File: config.mk
export PLATFORM = sky130hd
export DESIGN_NAME = axil_s_regfile
export DESIGN_NICKNAME = d
export VERILOG_FILES = /design/src/rtl/axil_s_regfile.sv
export SDC_FILE = /design/constraint.sdc
export NUM_CORES = 2
export LEC_CHECK = 0
export CORE_MARGIN = 2
export CORE_UTILIZATION = 25
export DETAILED_ROUTE_END_ITERATION = 7
export PLACE_DENSITY_LB_ADDON = 0.12
export SLEW_MARGIN = 20
export SYNTH_ARGS = -nofsm -noshare
export SYNTH_HDL_FRONTEND = slang
export SYNTH_SLANG_ARGS = --single-unit
File: constraint.sdc
create_clock -name axi_aclk -period 4.4 [get_ports axi_aclk]
set_input_delay 1.1 -clock axi_aclk [delete_from_list [all_inputs] [get_ports axi_aclk]]
set_output_delay 1.1 -clock axi_aclk [all_outputs]
set_load 0.005 [all_outputs]
File: src/rtl/axil_s_regfile.sv
// axil_s_regfile: AXI4-Lite slave register file with independent write/read FSMs
// and optional response wait states; out-of-range accesses answer SLVERR.
module axil_s_regfile #(
    parameter int ADDR_WIDTH = 15,
    parameter int DATA_WIDTH = 32,
    parameter int DEPTH      = 64,
    parameter int WR_WAIT    = 0,
    parameter int RD_WAIT    = 0
) (
    input  logic                    axi_aclk,
    input  logic                    axi_areset,
    input  logic                    cc_aa_enable,
    input  logic                    axi_awvalid,
    input  logic [ADDR_WIDTH-1:0]   axi_awaddr,
    output logic                    axi_awready,
    input  logic                    axi_wvalid,
    input  logic [DATA_WIDTH-1:0]   axi_wdata,
    input  logic [DATA_WIDTH/8-1:0] axi_wstrb,
    output logic                    axi_wready,
    output logic                    axi_bvalid,
    input  logic                    axi_bready,
    output logic [1:0]              axi_bresp,
    input  logic                    axi_arvalid,
    input  logic [ADDR_WIDTH-1:0]   axi_araddr,
    output logic                    axi_arready,
    output logic                    axi_rvalid,
    input  logic                    axi_rready,
    output logic [DATA_WIDTH-1:0]   axi_rdata,
    output logic [1:0]              axi_rresp
);
    localparam int STRB = DATA_WIDTH / 8;
    localparam int OFF  = $clog2(STRB);
    localparam int IW   = ADDR_WIDTH - OFF;
    localparam int MW   = (DEPTH > 1) ? $clog2(DEPTH) : 1;
    localparam logic [1:0] W_IDLE = 2'd0, W_WAIT = 2'd1, W_RESP = 2'd2;
    localparam logic [1:0] R_IDLE = 2'd0, R_WAIT = 2'd1, R_DATA = 2'd2;
    localparam logic [1:0] OKAY = 2'b00, SLVERR = 2'b10;

    logic [1:0]            w_state_q, w_state_d, r_state_q, r_state_d;
    logic [2:0]            w_cnt_q, w_cnt_d, r_cnt_q, r_cnt_d;
    logic [IW-1:0]         w_idx_q, w_idx_d, r_idx_q, r_idx_d;
    logic [DATA_WIDTH-1:0] w_data_q, w_data_d;
    logic [STRB-1:0]       w_strb_q, w_strb_d;
    logic [1:0]            bresp_q, bresp_d, rresp_q, rresp_d;
    logic [DATA_WIDTH-1:0] rdata_q, rdata_d;
    logic [DATA_WIDTH-1:0] mem_q [DEPTH];
    logic [DATA_WIDTH-1:0] mem_d [DEPTH];
    logic                  w_go, r_go, commit, sample, c_ok, s_ok;
    logic [IW-1:0]         c_idx, s_idx;
    logic [DATA_WIDTH-1:0] c_data;
    logic [STRB-1:0]       c_strb;
    logic                  unused_addr;

    assign unused_addr = ^{axi_awaddr[OFF-1:0], axi_araddr[OFF-1:0]};
    assign axi_awready = w_state_q == W_IDLE && axi_awvalid && axi_wvalid && cc_aa_enable;
    assign axi_wready  = axi_awready;
    assign axi_arready = r_state_q == R_IDLE && axi_arvalid && cc_aa_enable;
    assign axi_bvalid  = w_state_q == W_RESP;
    assign axi_rvalid  = r_state_q == R_DATA;
    assign axi_bresp   = bresp_q;
    assign axi_rresp   = rresp_q;
    assign axi_rdata   = rdata_q;

    // With no wait states the commit uses the handshake inputs directly.
    always_comb begin
        w_go      = w_state_q == W_WAIT && w_cnt_q == 3'(WR_WAIT - 1);
        commit    = (axi_awready && WR_WAIT == 0) || w_go;
        c_idx     = w_go ? w_idx_q : axi_awaddr[ADDR_WIDTH-1:OFF];
        c_data    = w_go ? w_data_q : axi_wdata;
        c_strb    = w_go ? w_strb_q : axi_wstrb;
        c_ok      = 32'(c_idx) < 32'(DEPTH);
        w_idx_d   = axi_awready ? axi_awaddr[ADDR_WIDTH-1:OFF] : w_idx_q;
        w_data_d  = axi_awready ? axi_wdata : w_data_q;
        w_strb_d  = axi_awready ? axi_wstrb : w_strb_q;
        w_cnt_d   = axi_awready ? 3'd0 : w_cnt_q + 3'd1;
        w_state_d = axi_awready ? (WR_WAIT == 0 ? W_RESP : W_WAIT)
                  : w_go ? W_RESP
                  : (w_state_q == W_RESP && axi_bready) ? W_IDLE : w_state_q;
        bresp_d   = commit ? (c_ok ? OKAY : SLVERR) : bresp_q;
    end

    always_comb begin
        mem_d = mem_q;
        for (int b = 0; b < STRB; b++)
            if (commit && c_ok && c_strb[b])
                mem_d[c_idx[MW-1:0]][8*b +: 8] = c_data[8*b +: 8];
    end

    // Sampling from mem_d makes a same-edge read see the committing write.
    always_comb begin
        r_go      = r_state_q == R_WAIT && r_cnt_q == 3'(RD_WAIT - 1);
        sample    = (axi_arready && RD_WAIT == 0) || r_go;
        s_idx     = r_go ? r_idx_q : axi_araddr[ADDR_WIDTH-1:OFF];
        s_ok      = 32'(s_idx) < 32'(DEPTH);
        r_idx_d   = axi_arready ? axi_araddr[ADDR_WIDTH-1:OFF] : r_idx_q;
        r_cnt_d   = axi_arready ? 3'd0 : r_cnt_q + 3'd1;
        r_state_d = axi_arready ? (RD_WAIT == 0 ? R_DATA : R_WAIT)
                  : r_go ? R_DATA
                  : (r_state_q == R_DATA && axi_rready) ? R_IDLE : r_state_q;
        rdata_d   = sample ? (s_ok ? mem_d[s_idx[MW-1:0]] : '0) : rdata_q;
        rresp_d   = sample ? (s_ok ? OKAY : SLVERR) : rresp_q;
    end

    always_ff @(posedge axi_aclk) begin
        if (axi_areset) begin
            w_state_q <= W_IDLE;
            r_state_q <= R_IDLE;
            w_cnt_q   <= '0;
            r_cnt_q   <= '0;
            w_idx_q   <= '0;
            r_idx_q   <= '0;
            w_data_q  <= '0;
            w_strb_q  <= '0;
            bresp_q   <= OKAY;
            rresp_q   <= OKAY;
            rdata_q   <= '0;
            mem_q     <= '{default: '0};
        end else begin
            w_state_q <= w_state_d;
            r_state_q <= r_state_d;
            w_cnt_q   <= w_cnt_d;
            r_cnt_q   <= r_cnt_d;
            w_idx_q   <= w_idx_d;
            r_idx_q   <= r_idx_d;
            w_data_q  <= w_data_d;
            w_strb_q  <= w_strb_d;
            bresp_q   <= bresp_d;
            rresp_q   <= rresp_d;
            rdata_q   <= rdata_d;
            mem_q     <= mem_d;
        end
    end
endmodule

Word-level counts from Yosys, hierarchy flattened:

Cells that the tools add are included.

* register bits after elaboration: 2086
* input bits: 74
* output and inout port bits: 41
* logic and storage cells: 119

* $lt $le $gt $ge: 5
* multiplexer cells: 26
* bitwise logic cells: 2
* reduce and logical (&&, ||, !) cells: 17

Operator list (number)
* 2048-bit bitwise mux: 4
* 2048-bit 2-to-1 mux: 4
* 32-bit demux with 6-bit select: 4
* 32-bit binary-select mux with 6-bit select: 1
* 32-bit 2-to-1 mux: 4
* 13-bit by 7-bit less-than comparator with 1-bit output (second input constant): 2
* 24-bit 2-to-1 mux: 1
* 16-bit 2-to-1 mux: 1
* 7-bit greater-or-equal comparator (second input constant): 2
* 6-bit NOT with 7-bit output: 2
* 1-bit logical AND: 13
* 2-bit 2-to-1 mux: 6
* 8-bit 2-to-1 mux: 1
* 7-bit by 1-bit less-than comparator with 1-bit output (second input constant): 1
* 3-bit nonzero test: 2
* 2-bit zero test: 2

Longest topological paths before layout:

* word-level depth: 17
* depth in mapped cells: 15
* mapped depth without buffers: 10

Least setup slack after synthesis:

Ideal clock, no wire load.

* path type: input-to-reg
* start point: input port axi_awaddr[4]
* end point: register rdata_q[5] (netlist: axi_rdata[5])
* library setup time: 0.122 ns
* arrival time: 3.759 ns
* required time: 4.278 ns
* setup slack: 0.520 ns
* cell stages on the path: 11
* buffers on the path: 2
* cell sequence: buf_2 > nor4bb_1 > buf_2 > nand2_1 > nor2_1 > mux2i_1 > o221ai_1 > o22ai_1 > a21oi_1 > or4_1 > a221o_1

* longest elaborated chain between the ends: 17

RTL lines
* start, declared: line 14 `input logic [ADDR_WIDTH-1:0] axi_awaddr,`
* 6-bit NOT with 7-bit output (implied by the code): line 86 `mem_d[c_idx[MW-1:0]][8*b +: 8] = c_data[8*b +: 8];`
* 7-bit greater-or-equal comparator (implied by the code) / 7-bit by 1-bit less-than comparator with 1-bit output (equally long branches): line 86
* 1-bit logical AND (implied by the code): line 86
* 8-bit 2-to-1 mux (implied by the code): line 86
* 32-bit demux with 6-bit select: line 86
* 2048-bit bitwise mux: line 86
* 2048-bit 2-to-1 mux: line 85 `if (commit && c_ok && c_strb[b])`
* 2048-bit bitwise mux: line 86
* 2048-bit 2-to-1 mux: line 85
* 2048-bit bitwise mux: line 86
* 2048-bit 2-to-1 mux: line 85
* 2048-bit bitwise mux: line 86
* 2048-bit 2-to-1 mux *: line 85
* 32-bit binary-select mux with 6-bit select *: line 100 `rdata_d = sample ? (s_ok ? mem_d[s_idx[MW-1:0]] : '0) : rdata_q;`
* 32-bit 2-to-1 mux (implied by the code) * (2 in series): line 100
* 32-bit 2-to-1 mux *: line 100
* end signal, assigned: line 129 `rdata_q <= rdata_d;`
* end, declared: line 45 `logic [DATA_WIDTH-1:0] rdata_q, rdata_d;`

Mark *: on every way between the ends. The rest lies on a longest branch, timed or not. The select of a mux whose other input is x is not followed.
A chain may end at the register's enable or synchronous reset.

Final worst setup path:

* start point: input port axi_awaddr[10]
* end point: register rdata_q[16] (netlist: axi_rdata[16])

* longest elaborated chain between the ends: 14

RTL lines
* 13-bit by 7-bit less-than comparator with 1-bit output *: line 71 `c_ok = 32'(c_idx) < 32'(DEPTH);`
* 1-bit logical AND *: line 85
* 1-bit logical AND: line 85
* 2048-bit 2-to-1 mux: line 85
* 2048-bit bitwise mux: line 86
* 2048-bit 2-to-1 mux: line 85
* 2048-bit bitwise mux: line 86
* 2048-bit 2-to-1 mux: line 85
* 2048-bit bitwise mux: line 86
* 2048-bit 2-to-1 mux *: line 85
* 32-bit binary-select mux with 6-bit select *: line 100
* 32-bit 2-to-1 mux (implied by the code) * (2 in series): line 100
* 32-bit 2-to-1 mux *: line 100

Marks and branches as above.

==> results.md <==
Global routing:
- The aggregate global routing overflow is 0.
- Across every metal layer, demand over resource in global routing totals 0.246.
- The first global-routing pass estimated 684 mm of wire.
- The initial antenna violation count is 41.
- The number of global-route vias before repair is 92,400.
- Entering global routing, the biggest net connects 203 pins.

STA:
- The setup clock skew after layout is 0.0482 ns.
- Measured against its own limit, the worst slew margin works out to 0.260.
- The time the final worst path needs with I/O delays and setup is 4.33 ns.
- The portion of the clock cycle consumed by the worst path in the final layout is 0.985.
- Setup violations remaining at the end of the flow were counted as 0.
- The actual transition at the worst max-transition pin is 1.11 ns.
- The final hold violation count is 0.
- The count of final max-slew check failures is 0.
- Setup repair after global routing left no endpoint under its margin.
- The top achievable clock speed is 231 MHz.

Placed design:
- Detailed placement ended at an HPWL of 350 mm.
- The total placed instance area is 121,000 sq um.
- The count of buffers added on input and output ports is 108.
- Routability-driven placement finished with a final weighted congestion of 0.910.

Cells and area:
- In the layout the commonest cells are sky130_fd_sc_hd__buf_4 (2,392), sky130_fd_sc_hd__dfxtp_1 (2,084), sky130_fd_sc_hd__nor2_1 (1,976).
- The share of post-route cells with drive strength above 1 is 0.248.
- For this run, the share of the core covered by cells in the final layout is 0.344.
- The area growth from synthesis to layout is 37.2%.
- The final layout net count is 13,400.
- The area of all placed cells without fillers is 129,000 sq um.
- Leaving out fill and tap cells, the most frequent cell in the layout is sky130_fd_sc_hd__buf_4.

Setup path:
- The largest fanout on the critical path is 15.
- The category of the most critical setup path is in2reg.
- The critical path starts at axi_awaddr[10].
- The critical path launch point type is an input pin.
- The endpoint class of the critical path is a register.
- The data arrival time of the critical path is 5.10 ns.
- The startpoint of the worst register-to-register path is w_state_q[1]$_SDFFE_PP0P_.
- Data on the critical path is required at its endpoint by 5.17 ns.

Drt:
- The DRC marker count from the first detailed-route iteration is 8,728.
- Summed over all layers, the routed wires come to 485 mm.
- Before antenna repair, the detailed router went through 8 iterations.
- After detailed routing, the average wire length per cell comes to 26.3 um.
- The remaining routing DRC violations is 0.
- The post-detailed-route count of antenna-violating nets is 0.
- The detailed router placed 94,600 vias in this run.
- After detailed routing, the number of vias per cell comes to 5.12.

Logic synthesis:
- The share of the Yosys chip area taken by registers is 0.443.
- The number of warning messages in the yosys log is 0.
- After synthesis, the mean cell area works out to 8.38 sq um.
- In this run, synthesis inferred 0 flip-flops with an integrated enable.
- In this run, distinct cell masters in the synthesized netlist total 100.
- Synthesis produced 11,200 cells.
- The prevailing post-synth register cell is sky130_fd_sc_hd__dfxtp_1.
- In this run, synthesis produced a sequential element count of 2,084.
- Of all flip-flops after synthesis, the portion carrying an async set or reset was 0.
- The combined area of all synthesized cells is 94,200 sq um.

Floorplan:
- The initial utilization of the core area, before any placement, comes to 0.251.
- The number of top-level pins is 115.
- The floorplan step defined a die boundary enclosing 382,000 sq um.
- The standard cell core area is 375,000 sq um.
- The y dimension of the die is 618 um.
- The die extent in x is 618 um.
- The number of placement rows is 225.

Flow run:
- The number of maximum-capacitance constraint violations is 0.

Clocking:
- The post-cts hold buffer count is 0.
- The root buffer cell chosen for the clock tree is sky130_fd_sc_hd__clkbuf_16.
- The number of instances resized during post-cts repair is 0.
- The number of buffers inserted to repair setup after CTS is 0.
- The later pin in the worst-skew pair is clocked with a latency of 0.93 ns.
- The H-tree was split into 5 levels.
- The TritonCTS clock tree is done.
- The tree built by TritonCTS fans out to 2,084 sinks.
- In this run the deepest clock path goes through 4 buffers.
- Clock-pin slew was measured on the worst setup and hold paths at 0.06 ns.
- Clock tree synthesis inserted a total of 268 buffers.

Pwr:
- The power after layout is 44.3 mW.
- The worst-case IR drop observed on VDD is 0.254 mV.
- The power per unit of standard cell area is 343 nW/um^2.
- The leakage power of the design is 49.4 nW.

Hold path:
- The path class of the tightest hold or removal check is reg2reg.
- The launch point of the worst hold path is mem_q[86]$_SDFF_PP0_.

Outcome:
- The run finished with clean final reports.
## metal layers
layer	part of all wire	global-route usage	vias to the layer above	routed length [um]
met4	0.051	0.112	6	24800
met2	0.45	0.397	3260	219000
li1	-	-	43800	-
met3	0.061	0.0384	825	29600
met5	0.000056	0	-	27
met1	0.44	0.321	46700	212000
## where the power goes
part	total, mW	switching [mW]	internal (mW)
registers	18.9	0.00176	18.9
clock network	21.8	9.13	12.7
logic	3.62	2.60	1.02
total	44.3	11.7	32.6
## layout make-up
type                            instances  area [sq um]
Fill cell                           38800        246000
Multi-Input combinational cell       8173         48800
Sequential cell                      2084         41700
Timing Repair Buffer                 2739         23900
Clock buffer                          393          7770
Tap cell                             4994          6250
Clock inverter                         68           686
Inverter                               20          88.8
Antenna cell                           19          47.5
## logic make-up after synthesis
group           Yosys count  share of synthesized area
buf+inv                 993                     0.0422
flops                  2084                      0.443
other cells               1                  0.0000398
simple gates           4154                      0.187
mux                    1423                      0.153
xor+xnor                  4                   0.000372
compound gates         2590                      0.174
## stage by stage
stage / setup TNS (ns) / hold WS [ns] / cells / worst slack [ns]
finish: 0 / 0.451 / 18500 / 0.0681
global route: 0 / 0.464 / 18500 / 0.0345
CTS: 0 / 0.449 / 18500 / 0.127
detailed placement: -14.69 / 0.443 / 18000 / -0.834
global placement: -15.93 / 0.437 / 18000 / -2.40
floorplan: 0 / 0.427 / 11300 / 0.520
## final timing paths
path                                 to  slack (ns)  cells after the start
max          axi_rdata[16]$_SDFFE_PP0P_        0.07                     18
min                mem_q[86]$_SDFF_PP0_        0.45                      2
max reg2reg  axi_rdata[16]$_SDFFE_PP0P_        0.42                     17
min reg2reg        mem_q[86]$_SDFF_PP0_        0.45                      2
## synth_stat cells, drive strengths merged, types with 34 or more instances
| cell | instances | area share |
|---|---|---|
| nor2 | 2116 | 0.089 |
| dfxtp | 2084 | 0.44 |
| mux2i | 1383 | 0.15 |
| nand2 | 1357 | 0.055 |
| a21oi | 951 | 0.051 |
| clkbuf | 710 | 0.028 |
| o21ai | 424 | 0.023 |
| nor3 | 299 | 0.016 |
| o22ai | 268 | 0.018 |
| buf | 263 | 0.013 |
| a22oi | 185 | 0.015 |
| nand3 | 135 | 0.0072 |
| o221ai | 96 | 0.0089 |
| a221oi | 90 | 0.0084 |
| a31oi | 62 | 0.0041 |
| a211oi | 57 | 0.0045 |
| o211ai | 56 | 0.0045 |
| o32ai | 54 | 0.0050 |
| a221o | 45 | 0.0048 |
| a22o | 44 | 0.0041 |
| nand4 | 42 | 0.0031 |
| o31ai | 40 | 0.0032 |
| o32a | 40 | 0.0042 |
| or3 | 34 | 0.0023 |
## critical path: stages
cell and delay (ns):
sky130_fd_sc_hd__clkdlybuf4s50_1 0.41, sky130_fd_sc_hd__buf_4 0.17, sky130_fd_sc_hd__nor4b_4 0.26, sky130_fd_sc_hd__buf_4 0.20
sky130_fd_sc_hd__and4_2 0.26, sky130_fd_sc_hd__buf_12 0.15, sky130_fd_sc_hd__buf_12 0.20, sky130_fd_sc_hd__nand2_2 0.19
sky130_fd_sc_hd__buf_4 0.20, sky130_fd_sc_hd__a31oi_1 0.16, sky130_fd_sc_hd__a21oi_1 0.08, sky130_fd_sc_hd__o21ai_0 0.34
sky130_fd_sc_hd__buf_4 0.20, sky130_fd_sc_hd__o2111ai_1 0.29, sky130_fd_sc_hd__a2111oi_2 0.30, sky130_fd_sc_hd__buf_2 0.30
sky130_fd_sc_hd__buf_4 0.16, sky130_fd_sc_hd__a32oi_1 0.08
## flip-flops by register name, indices dropped and copies added, names as in the netlist
| name | cells |
|---|---|
| mem_q | 2048 |
| axi_rdata | 32 |
| axi_bresp | 1 |
| axi_rresp | 1 |
| r_state_q | 1 |
| w_state_q | 1 |
Note: power is estimated with default switching activity, not from simulation.
